$ cat src/rtl/issue_ctl.sv
// issue_ctl: in-order issue controller for the decode -> EX/MEM/WB boundary.
// A DEPTH-entry shift-register scoreboard tracks in-flight register writes.
// A decoded instruction is held back while one of its enabled sources is
// still pending, or while the single memory port is occupied. The oldest
// entry drives the register-file write strobe/address, and stall cycles are
// counted in a saturating 16-bit performance counter.
module issue_ctl #(
   parameter int DEPTH   = 3,   // issue -> register-file write stages, 2..8
   parameter int MEM_LAT = 2    // cycles the memory port is held per op, 1..15
) (
   input  logic        clk,
   input  logic        reset,
   input  logic        id_valid,
   input  logic        id_rden_a,
   input  logic        id_rden_b,
   input  logic        id_wren,
   input  logic [4:0]  id_rrdaddra,
   input  logic [4:0]  id_rrdaddrb,
   input  logic [4:0]  id_rwraddrd,
   input  logic        id_memen,
   input  logic        halt,
   output logic        id_ready,
   output logic        stall,
   output logic        issue,
   output logic        mem_busy,
   output logic        wb_valid,
   output logic [4:0]  wb_addr,
   output logic [15:0] hazard_cnt
);

   // Value loaded into the memory-port counter when a memory op issues;
   // the port is then busy for MEM_LAT-1 further cycles.
   localparam logic [3:0] MEM_LOAD = 4'(MEM_LAT - 1);

   // Scoreboard: index N is pipeline stage N after issue (N = DEPTH-1 is WB).
   logic [DEPTH-1:0] vld_p;
   logic [DEPTH-1:0] wren_p;
   logic [4:0]       addr_p [DEPTH];

   logic [3:0]       mem_cnt;
   logic [15:0]      hazard_cnt_q;
   logic             match_a;
   logic             match_b;
   logic             reg_hazard;
   logic             mem_hazard;

   // Saturating increment: holds at all-ones instead of wrapping to zero.
   function automatic logic [15:0] sat_inc16(input logic [15:0] v);
      return (v == 16'hFFFF) ? v : (v + 16'd1);
   endfunction

   // Source-register match against every in-flight entry, writeback included
   // (the register file has no bypass, so a WB-stage write is still pending).
   always_comb begin
      match_a = 1'b0;
      match_b = 1'b0;
      for (int i = 0; i < DEPTH; i++) begin
         if (vld_p[i] && wren_p[i] && (addr_p[i] == id_rrdaddra)) match_a = 1'b1;
         if (vld_p[i] && wren_p[i] && (addr_p[i] == id_rrdaddrb)) match_b = 1'b1;
      end
   end

   // Hazard and handshake decode; halt gates acceptance but not stall.
   always_comb begin
      reg_hazard = (id_rden_a & match_a) | (id_rden_b & match_b);
      mem_hazard = id_memen & (mem_cnt != 4'd0);
      stall      = id_valid & (reg_hazard | mem_hazard);
      id_ready   = id_valid & ~stall & ~halt;
   end

   // Decode -> stage 0 boundary, then one-stage-per-clock shift toward WB;
   // a bubble enters stage 0 whenever nothing is accepted.
   always_ff @(posedge clk or negedge reset) begin
      if (!reset) begin
         vld_p  <= '0;
         wren_p <= '0;
         for (int i = 0; i < DEPTH; i++) addr_p[i] <= 5'd0;
      end else begin
         vld_p     <= {vld_p[DEPTH-2:0], id_ready};
         wren_p    <= {wren_p[DEPTH-2:0], id_ready & id_wren};
         addr_p[0] <= id_ready ? id_rwraddrd : 5'd0;
         for (int i = 1; i < DEPTH; i++) addr_p[i] <= addr_p[i-1];
      end
   end

   // Memory-port occupancy: reload on a memory issue, otherwise count down.
   always_ff @(posedge clk or negedge reset) begin
      if (!reset) begin
         mem_cnt <= 4'd0;
      end else if (id_ready && id_memen) begin
         mem_cnt <= MEM_LOAD;
      end else if (mem_cnt != 4'd0) begin
         mem_cnt <= mem_cnt - 4'd1;
      end
   end

   // Performance counter of stall cycles (halt does not suppress counting).
   always_ff @(posedge clk or negedge reset) begin
      if (!reset) begin
         hazard_cnt_q <= 16'd0;
      end else if (stall) begin
         hazard_cnt_q <= sat_inc16(hazard_cnt_q);
      end
   end

   // Stage 0 is the EX launch; stage DEPTH-1 is the register-file write.
   assign issue      = vld_p[0];
   assign wb_valid   = vld_p[DEPTH-1] & wren_p[DEPTH-1];
   assign wb_addr    = addr_p[DEPTH-1];
   assign mem_busy   = (mem_cnt != 4'd0);
   assign hazard_cnt = hazard_cnt_q;

endmodule

$ cat config.mk
export PLATFORM = sky130hd
export DESIGN_NAME = issue_ctl
export DESIGN_NICKNAME = d
export VERILOG_FILES = /design/src/rtl/issue_ctl.sv
export SDC_FILE = /design/constraint.sdc
export NUM_CORES = 1
export LEC_CHECK = 0
export ABC_CLOCK_PERIOD_IN_PS = 5200
export CORE_AREA = 2 2 76 78
export CTS_CLUSTER_SIZE = 30
export DETAILED_ROUTE_END_ITERATION = 12
export DIE_AREA = 0 0 78 80
export GPL_TIMING_DRIVEN = 0
export PLACE_DENSITY = 0.72
export SYNTH_ARGS = -nofsm -noshare
export SYNTH_HDL_FRONTEND = slang
export SYNTH_SLANG_ARGS = --single-unit
$ cat constraint.sdc
create_clock -name clk -period 5.2 [get_ports clk]
set_input_delay 1.04 -clock clk [delete_from_list [all_inputs] [get_ports clk]]
set_output_delay 1.04 -clock clk [all_outputs]
set_load 0.005 [all_outputs]
==> results of run 1 <==
layout make-up:
class                           count  area [um^2]  share of cell area
Sequential cell                    41         1030               0.386
Multi-Input combinational cell    117          887               0.334
Timing Repair Buffer               48          475               0.179
Tap cell                           72         90.1              0.0339
Clock buffer                        6         82.6              0.0311
Buffer                              7         47.5              0.0179
Clock inverter                      2         37.5              0.0141
Inverter                            3         11.3             0.00424
power by group through the flow:
stage	clock network [mW]	logic [mW]	registers (mW)
after floorplan	0	0.121	0.413
after global placement	0	0.220	0.419
after detailed placement	0	0.225	0.421
after CTS	0.274	0.227	0.415
after global routing	0.288	0.248	0.423
final	0.267	0.222	0.414
sequential cells by signal, indices dropped and copies added (netlist names):
signal,cells
addr_p,10
hazard_cnt,16
mem_cnt,4
vld_p,3
wb_addr,5
wren_p,3
how the worst min path moves through the flow:
stage,to,depth (start not counted),slack [ps]
after floorplan,wren_p[1],0,350
after global placement,wren_p[1],0,350
after detailed placement,wren_p[1],0,360
after CTS,wren_p[1],0,380
after global routing,wren_p[1],0,390
final,wren_p[1],0,370
cell families after synthesis:
group / share of synthesized area
AOI/OAI and AO/OA: 0.0330
xor gates and xnor gates: 0.208
adders and majority gates: 0.0190
buffers and inverters: 0.0298
DFF: 0.520
muxes: 0.00571
and+or+nand+nor: 0.184
routing by layer:
metal  share of wire  global-route usage  up-vias
met5               0                   0        -
met4           0.019              0.0579        0
met3           0.031              0.0294        7
met2            0.47               0.217       25
met1            0.48               0.187      664
li1                -                   -      680
cell usage in the layout (no fill, tap or decap), types with 2 or more instances in the layout:
cell type	count
a21o_1	2
a21oi_1	2
and2_1	8
and3_1	2
and4_1	3
buf_2	3
buf_4	5
clkbuf_8	6
clkdlybuf4s50_1	47
dfrtp_1	41
ha_1	3
inv_1	2
nand2_1	4
nand3_1	10
nand4_1	10
nor2_1	5
nor3_1	3
nor4_1	4
xnor2_1	25
xor2_1	20
worst reg2reg max path: stages, from the launching register on:
cell and delay, ps:
dfrtp_1 410, inv_1 90, ha_1 160, nor3b_2 280, inv_2 100, a2111oi_2 520, and2_4 250, and3b_1 150
buf_2 210, a221oi_1 100
metrics by stage:
stage | util | power [mW] | cell area [um^2] | setup WS, ps | instances
floorplan | - | 0.534 | 1970 | 1930 | 168
global placement | 0.470 | 0.638 | 2540 | 588 | 288
detailed placement | 0.469 | 0.646 | 2540 | 568 | 288
CTS | 0.492 | 0.916 | 2660 | 549 | 296
global route | 0.492 | 0.959 | 2660 | 404 | 296
finish | 0.492 | 0.903 | 2660 | 575 | 296
==> reports/qor.csv, run 1 <==
stage,metric,value,unit
logic_synthesis,Post-Syn Nets,194,
worst_setup_path,CP endpoint kind,output port,
worst_setup_path,CP bufs+invs,3,
logic_synthesis,Synth area leaders,"dfrtp_1 52%, xnor2_1 11%, xor2_1 8.9%",
layout,# nets final,249,
layout,diodes inserted,0,
timing,final setup TNS,0,ps
power,power share of the clock group,0.296,
cts,Clock Sinks,41,
logic_synthesis,Synth top area share,0.520,
power,Net Sw Frac,0.275,
worst_setup_path,Setup CP Type,in -> out,
floorplan,IO Count,49,
timing,final hold vios,0,
worst_setup_path,CP Launch Type,primary input,
cts,clock latency on the worst-skew pair,290,ps
logic_synthesis,Synth warnings,0,
worst_setup_path,crit path max fanout,10,
placement,number of port buffers,48,
detailed_routing,DR WL/cell,13.4,um
floorplan,Chip Height,80,um
worst_setup_path,CP top delay family,buffers and inverters,
grt,largest net degree at the start of global routing,42,
logic_synthesis,synthesis-stage register bit count,41,
detailed_routing,Iteration-0 DRC Markers,39,
grt,Tot GR Track Use,0.139,
logic_synthesis,Synth area leader,dfrtp_1,
floorplan,Core Rows,27,
worst_setup_path,FF-to-FF Start,mem_cnt[0],
layout,layout cells sized above 1,0.107,
worst_setup_path,Arrival @ worst endpoint,3590,ps
logic_synthesis,"EDFF count, synth",0,
worst_setup_path,R2R Path End,mem_cnt[1],
logic_synthesis,top-count cell post-synth,dfrtp_1,
worst_setup_path,Worst R2R Setup Slack,2790,ps
timing,part of the cycle the worst path needs,0.889,
worst_setup_path,Critical Path RT,4160,ps
grt,first-pass GRT wire length,6650,um
floorplan,CORE AREA,5410,um^2
power,Psw,0.249,mW
logic_synthesis,Post-Synthesis Cells,168,
power,part of the power in registers,0.458,
grt,number of global-route vias before repair,1397,
worst_setup_path,Critical Path Stages,9,
cts,hold buffers post-CTS,0,
cts,"CTS clk-pin slew, worst paths",80,ps
cts,total CTS buffers,5,
floorplan,initial core utilization,0.365,
power,power share of the combinational group,0.246,
layout,fill count,515,
power,Pwr Density,340,nW/um^2
detailed_routing,Post-Route WL,3970,um
cts,post-CTS setup buffer count,0,
grt,antenna violations before repair,0,
layout,Layout area overhead,34.8,%
worst_setup_path,CP Capture Point,id_ready,
cts,clk root buf,clkbuf_8,
grt,grt ovf,0,
detailed_routing,Vias,1376,
timing,Setup Skew,9.37,ps
worst_hold_path,Hold Crit Start,wren_p[0],
logic_synthesis,unique cell type count in the Yosys netlist,35,
worst_setup_path,"Slowest-stage cell, CP",clkdlybuf4s50_1,
worst_hold_path,Hold Path Class,reg -> reg,
logic_synthesis,mean post-synth cell area,11.7,um^2
placement,Detailed Place HPWL,3090,um
run_status,status,"finished, final reports clean",
detailed_routing,Post-DRT Antenna Nets,0,
timing,Slew @ Worst Pin,886,ps
logic_synthesis,top_reg_cell synth,dfrtp_1,
detailed_routing,Vias per Instance,4.65,
worst_setup_path,cell repeated most along the worst path,clkdlybuf4s50_1,
timing,setup violators final,0,
detailed_routing,# DRC,0,
timing,clock period minus worst slack,4630,ps
logic_synthesis,ys async rst share,1.00,
cts,H-tree Lvls,2,
cts,number of gates resized after cts,0,
timing,"Slew Viols, Final",0,
placement,Final GP Congestion,0.816,
logic_synthesis,most frequent cells after synthesis,"41 x dfrtp_1, 25 x xnor2_1, 20 x xor2_1",
run,max-cap violations,0,
timing,RSZ-0062 raised after global routing,no,
worst_setup_path,slowest cell delay on critical path,550,ps
power,Internal,0.655,mW
floorplan,die area,6240,um^2
power,Leak Pwr,1.17,nW
timing,Hold Slack,374,ps
floorplan,Die W,78,um
logic_synthesis,"Seq/Total Area, Yosys",0.520,
cts,CTS tree,done,
timing,Slew Limit Headroom,0.410,
detailed_routing,drt pass-1 iters,4,
worst_setup_path,Worst Reg-to-Reg Cells,9,
cts,worst-case clock buffer depth,2,
power,maximum VDD drop,0.000121,V
worst_setup_path,Crit. Startpoint,id_rrdaddrb[1],
timing,Max Freq,216,MHz
worst_setup_path,CP cell instances,clkdlybuf4s50_1 > xor2_1 > nor4_1 > and4_1 > a2111oi_2 > and2_4 > and3b_1 > buf_2 > clkdlybuf4s50_1,
logic_synthesis,Mapped Area,1970,um^2
No activity file was read; power rests on OpenSTA's default activity.
==> run 2, diff against run 1 <==
--- a/config.mk
+++ b/config.mk
@@ -6,10 +6,10 @@
 export NUM_CORES = 1
 export LEC_CHECK = 0
 export ABC_CLOCK_PERIOD_IN_PS = 5200
-export CORE_AREA = 2 2 76 78
+export CORE_AREA = 3 3 77 79
 export CTS_CLUSTER_SIZE = 30
 export DETAILED_ROUTE_END_ITERATION = 12
-export DIE_AREA = 0 0 78 80
+export DIE_AREA = 0 0 80 82
 export GPL_TIMING_DRIVEN = 0
 export PLACE_DENSITY = 0.72
 export SYNTH_ARGS = -nofsm -noshare
==> reports/qor.csv, run 2 (synthesis gave the netlist of run 1 again) <==
stage,metric,value,unit,change
worst_setup_path,Critical Path RT,4160,ps,about the same
timing,Slew Limit Headroom,0.682,,+0.272
worst_setup_path,CP endpoint kind,output port,,
cts,"CTS clk-pin slew, worst paths",80,ps,about the same
detailed_routing,# DRC,0,,unchanged
worst_setup_path,Setup CP Type,in -> out,,
cts,clk root buf,clkbuf_8,,
cts,clock latency on the worst-skew pair,290,ps,about the same
cts,total CTS buffers,5,,unchanged
run_status,status,"finished, final reports clean",,
power,power share of the clock group,0.295,,about the same
power,maximum VDD drop,0.000119,V,-1.2%
power,Net Sw Frac,0.274,,-0.000779
worst_hold_path,hold depth,0,,unchanged
layout,final non-filler cell total,297,,+0.34%
grt,number of global-route vias before repair,1420,,+1.6%
grt,largest net degree at the start of global routing,29,,-31%
worst_setup_path,crit path max fanout,10,,unchanged
timing,Max Freq,217,MHz,+0.51%
layout,layout cells sized above 1,0.111,,+0.00397
floorplan,Die W,80,um,+2.6%
timing,final setup TNS,0,ps,unchanged
layout,max FFs per register,16,,unchanged
layout,"most common cell after layout, fill and taps aside",clkdlybuf4s50_1,,
detailed_routing,Post-Route WL,4050,um,+1.9%
timing,RSZ-0062 raised after global routing,no,,
floorplan,CORE AREA,5410,um^2,unchanged
placement,Placed Cells,289,,+0.35%
detailed_routing,Vias per Instance,4.68,,+0.68%
power,Pwr Density,338,nW/um^2,-0.61%
timing,clock period minus worst slack,4600,ps,-23.7 ps
worst_hold_path,Hold Path Class,reg -> reg,,
placement,placed instance area,2560,um^2,+0.79%
layout,Multi-input gate area,887,um^2,unchanged
timing,Slew @ Worst Pin,477,ps,-409 ps
power,total power,0.905,mW,+0.14%
detailed_routing,drt pass-1 iters,4,,unchanged
floorplan,Core Rows,27,,unchanged
worst_setup_path,CP Launch Type,primary input,,
layout,fill count,497,,-3.5%
worst_setup_path,Worst Reg-to-Reg Cells,9,,unchanged
timing,setup violators final,0,,unchanged
power,Leak Pwr,1.18,nW,+0.81%
timing,part of the cycle the worst path needs,0.885,,-0.00456
timing,"Slew Viols, Final",0,,unchanged
detailed_routing,Vias,1390,,+1.0%
cts,post-CTS setup buffer count,0,,unchanged
detailed_routing,Post-DRT Antenna Nets,0,,unchanged
run,max-cap violations,0,,unchanged
layout,# nets final,250,,+0.40%
grt,grt ovf,0,,unchanged
power,Psw,0.248,mW,-0.15%
worst_setup_path,Crit. Startpoint,id_rrdaddrb[4],,
layout,Finished Cell Area,2680,um^2,+0.75%
floorplan,die area,6560,um^2,+5.1%
worst_setup_path,FF-to-FF Start,mem_cnt[0],,
layout,diodes inserted,0,,unchanged
floorplan,initial core utilization,0.365,,unchanged
grt,antenna violations before repair,0,,unchanged
cts,hold buffers post-CTS,0,,unchanged
cts,worst-case clock buffer depth,2,,unchanged
floorplan,Chip Height,82,um,+2.5%
placement,number of port buffers,48,,unchanged
worst_hold_path,worst hold endpoint,wren_p[1],,
power,power share of the combinational group,0.248,,+0.002
layout,register area,1030,um^2,unchanged
timing,final hold vios,0,,unchanged
placement,Detailed Place HPWL,3230,um,+4.8%
timing,Setup Skew,5.34,ps,-4.04 ps
cts,H-tree Lvls,2,,unchanged
cts,Clock Sinks,41,,unchanged
placement,Final GP Congestion,0.803,,-1.6%
worst_setup_path,Arrival @ worst endpoint,3560,ps,-30 ps
timing,Hold Slack,378,ps,+3.38 ps
power,Internal,0.656,mW,+0.25%
cts,CTS tree,done,,
grt,Tot GR Track Use,0.134,,-0.00475
layout,most frequent cells in the layout,"47 x clkdlybuf4s50_1, 41 x dfrtp_1, 25 x xnor2_1",,
grt,first-pass GRT wire length,6720,um,+1.0%
detailed_routing,DR WL/cell,13.6,um,+1.6%
power,part of the power in registers,0.457,,about the same
worst_setup_path,Worst R2R Setup Slack,2820,ps,+30 ps
worst_hold_path,Hold Crit Start,wren_p[0],,
detailed_routing,Iteration-0 DRC Markers,41,,+5.1%
worst_setup_path,R2R Path End,addr_p[10],,
cts,number of gates resized after cts,0,,unchanged
layout,Layout area overhead,35.8,%,
floorplan,IO Count,49,,unchanged
==> run 2: cell types whose count changed in the layout (fill, tap and decap cells not counted) <==
cell	previous run	this run
buf_12	0	1
==> run 2: cell type report <==
class                           count  area share
Timing Repair Buffer               49       0.185
Clock buffer                        6      0.0308
Buffer                              7      0.0178
Clock inverter                      2      0.0140
Inverter                            3     0.00421
Tap cell                           72      0.0336
Multi-Input combinational cell    117       0.331
Sequential cell                    41       0.383
==> run 2: power groups by stage <==
| stage | clock network, mW | registers (mW) | logic (mW) |
|---|---|---|---|
| after floorplan | 0 | 0.413 | 0.121 |
| after global placement | 0 | 0.419 | 0.219 |
| after detailed placement | 0 | 0.420 | 0.228 |
| after CTS | 0.274 | 0.413 | 0.229 |
| after global routing | 0.287 | 0.421 | 0.249 |
| final | 0.267 | 0.413 | 0.225 |
==> run 2: critical path, stage by stage <==
cell	delay, ps
clkdlybuf4s50_1	570
xor2_1	180
nor4_1	70
and4_1	200
a2111oi_2	380
and2_4	250
and3b_1	140
buf_2	200
clkdlybuf4s50_1	530
==> run 2: how the worst max path moves through the flow <==
stage                          end  slack (ps)
after floorplan           id_ready        1930
after global placement    id_ready         620
after detailed placement  id_ready         590
after CTS                 id_ready         580
after global routing      id_ready         450
final                     id_ready         600
==> run 2: layer usage <==
metal | up-vias | routed length (um) | GRT usage
met2 | 27 | 2000 | 0.216
met4 | 0 | 76 | 0.0625
met1 | 669 | 1830 | 0.172
met3 | 9 | 144 | 0.0296
met5 | - | 0 | 0
li1 | 685 | - | -
==> run 2: per-stage QoR <==
step / utilization / setup slack (ps)
global route: 0.495 / 452
CTS: 0.495 / 582
floorplan: - / 1930
detailed placement: 0.473 / 589
global placement: 0.470 / 617
finish: 0.495 / 598
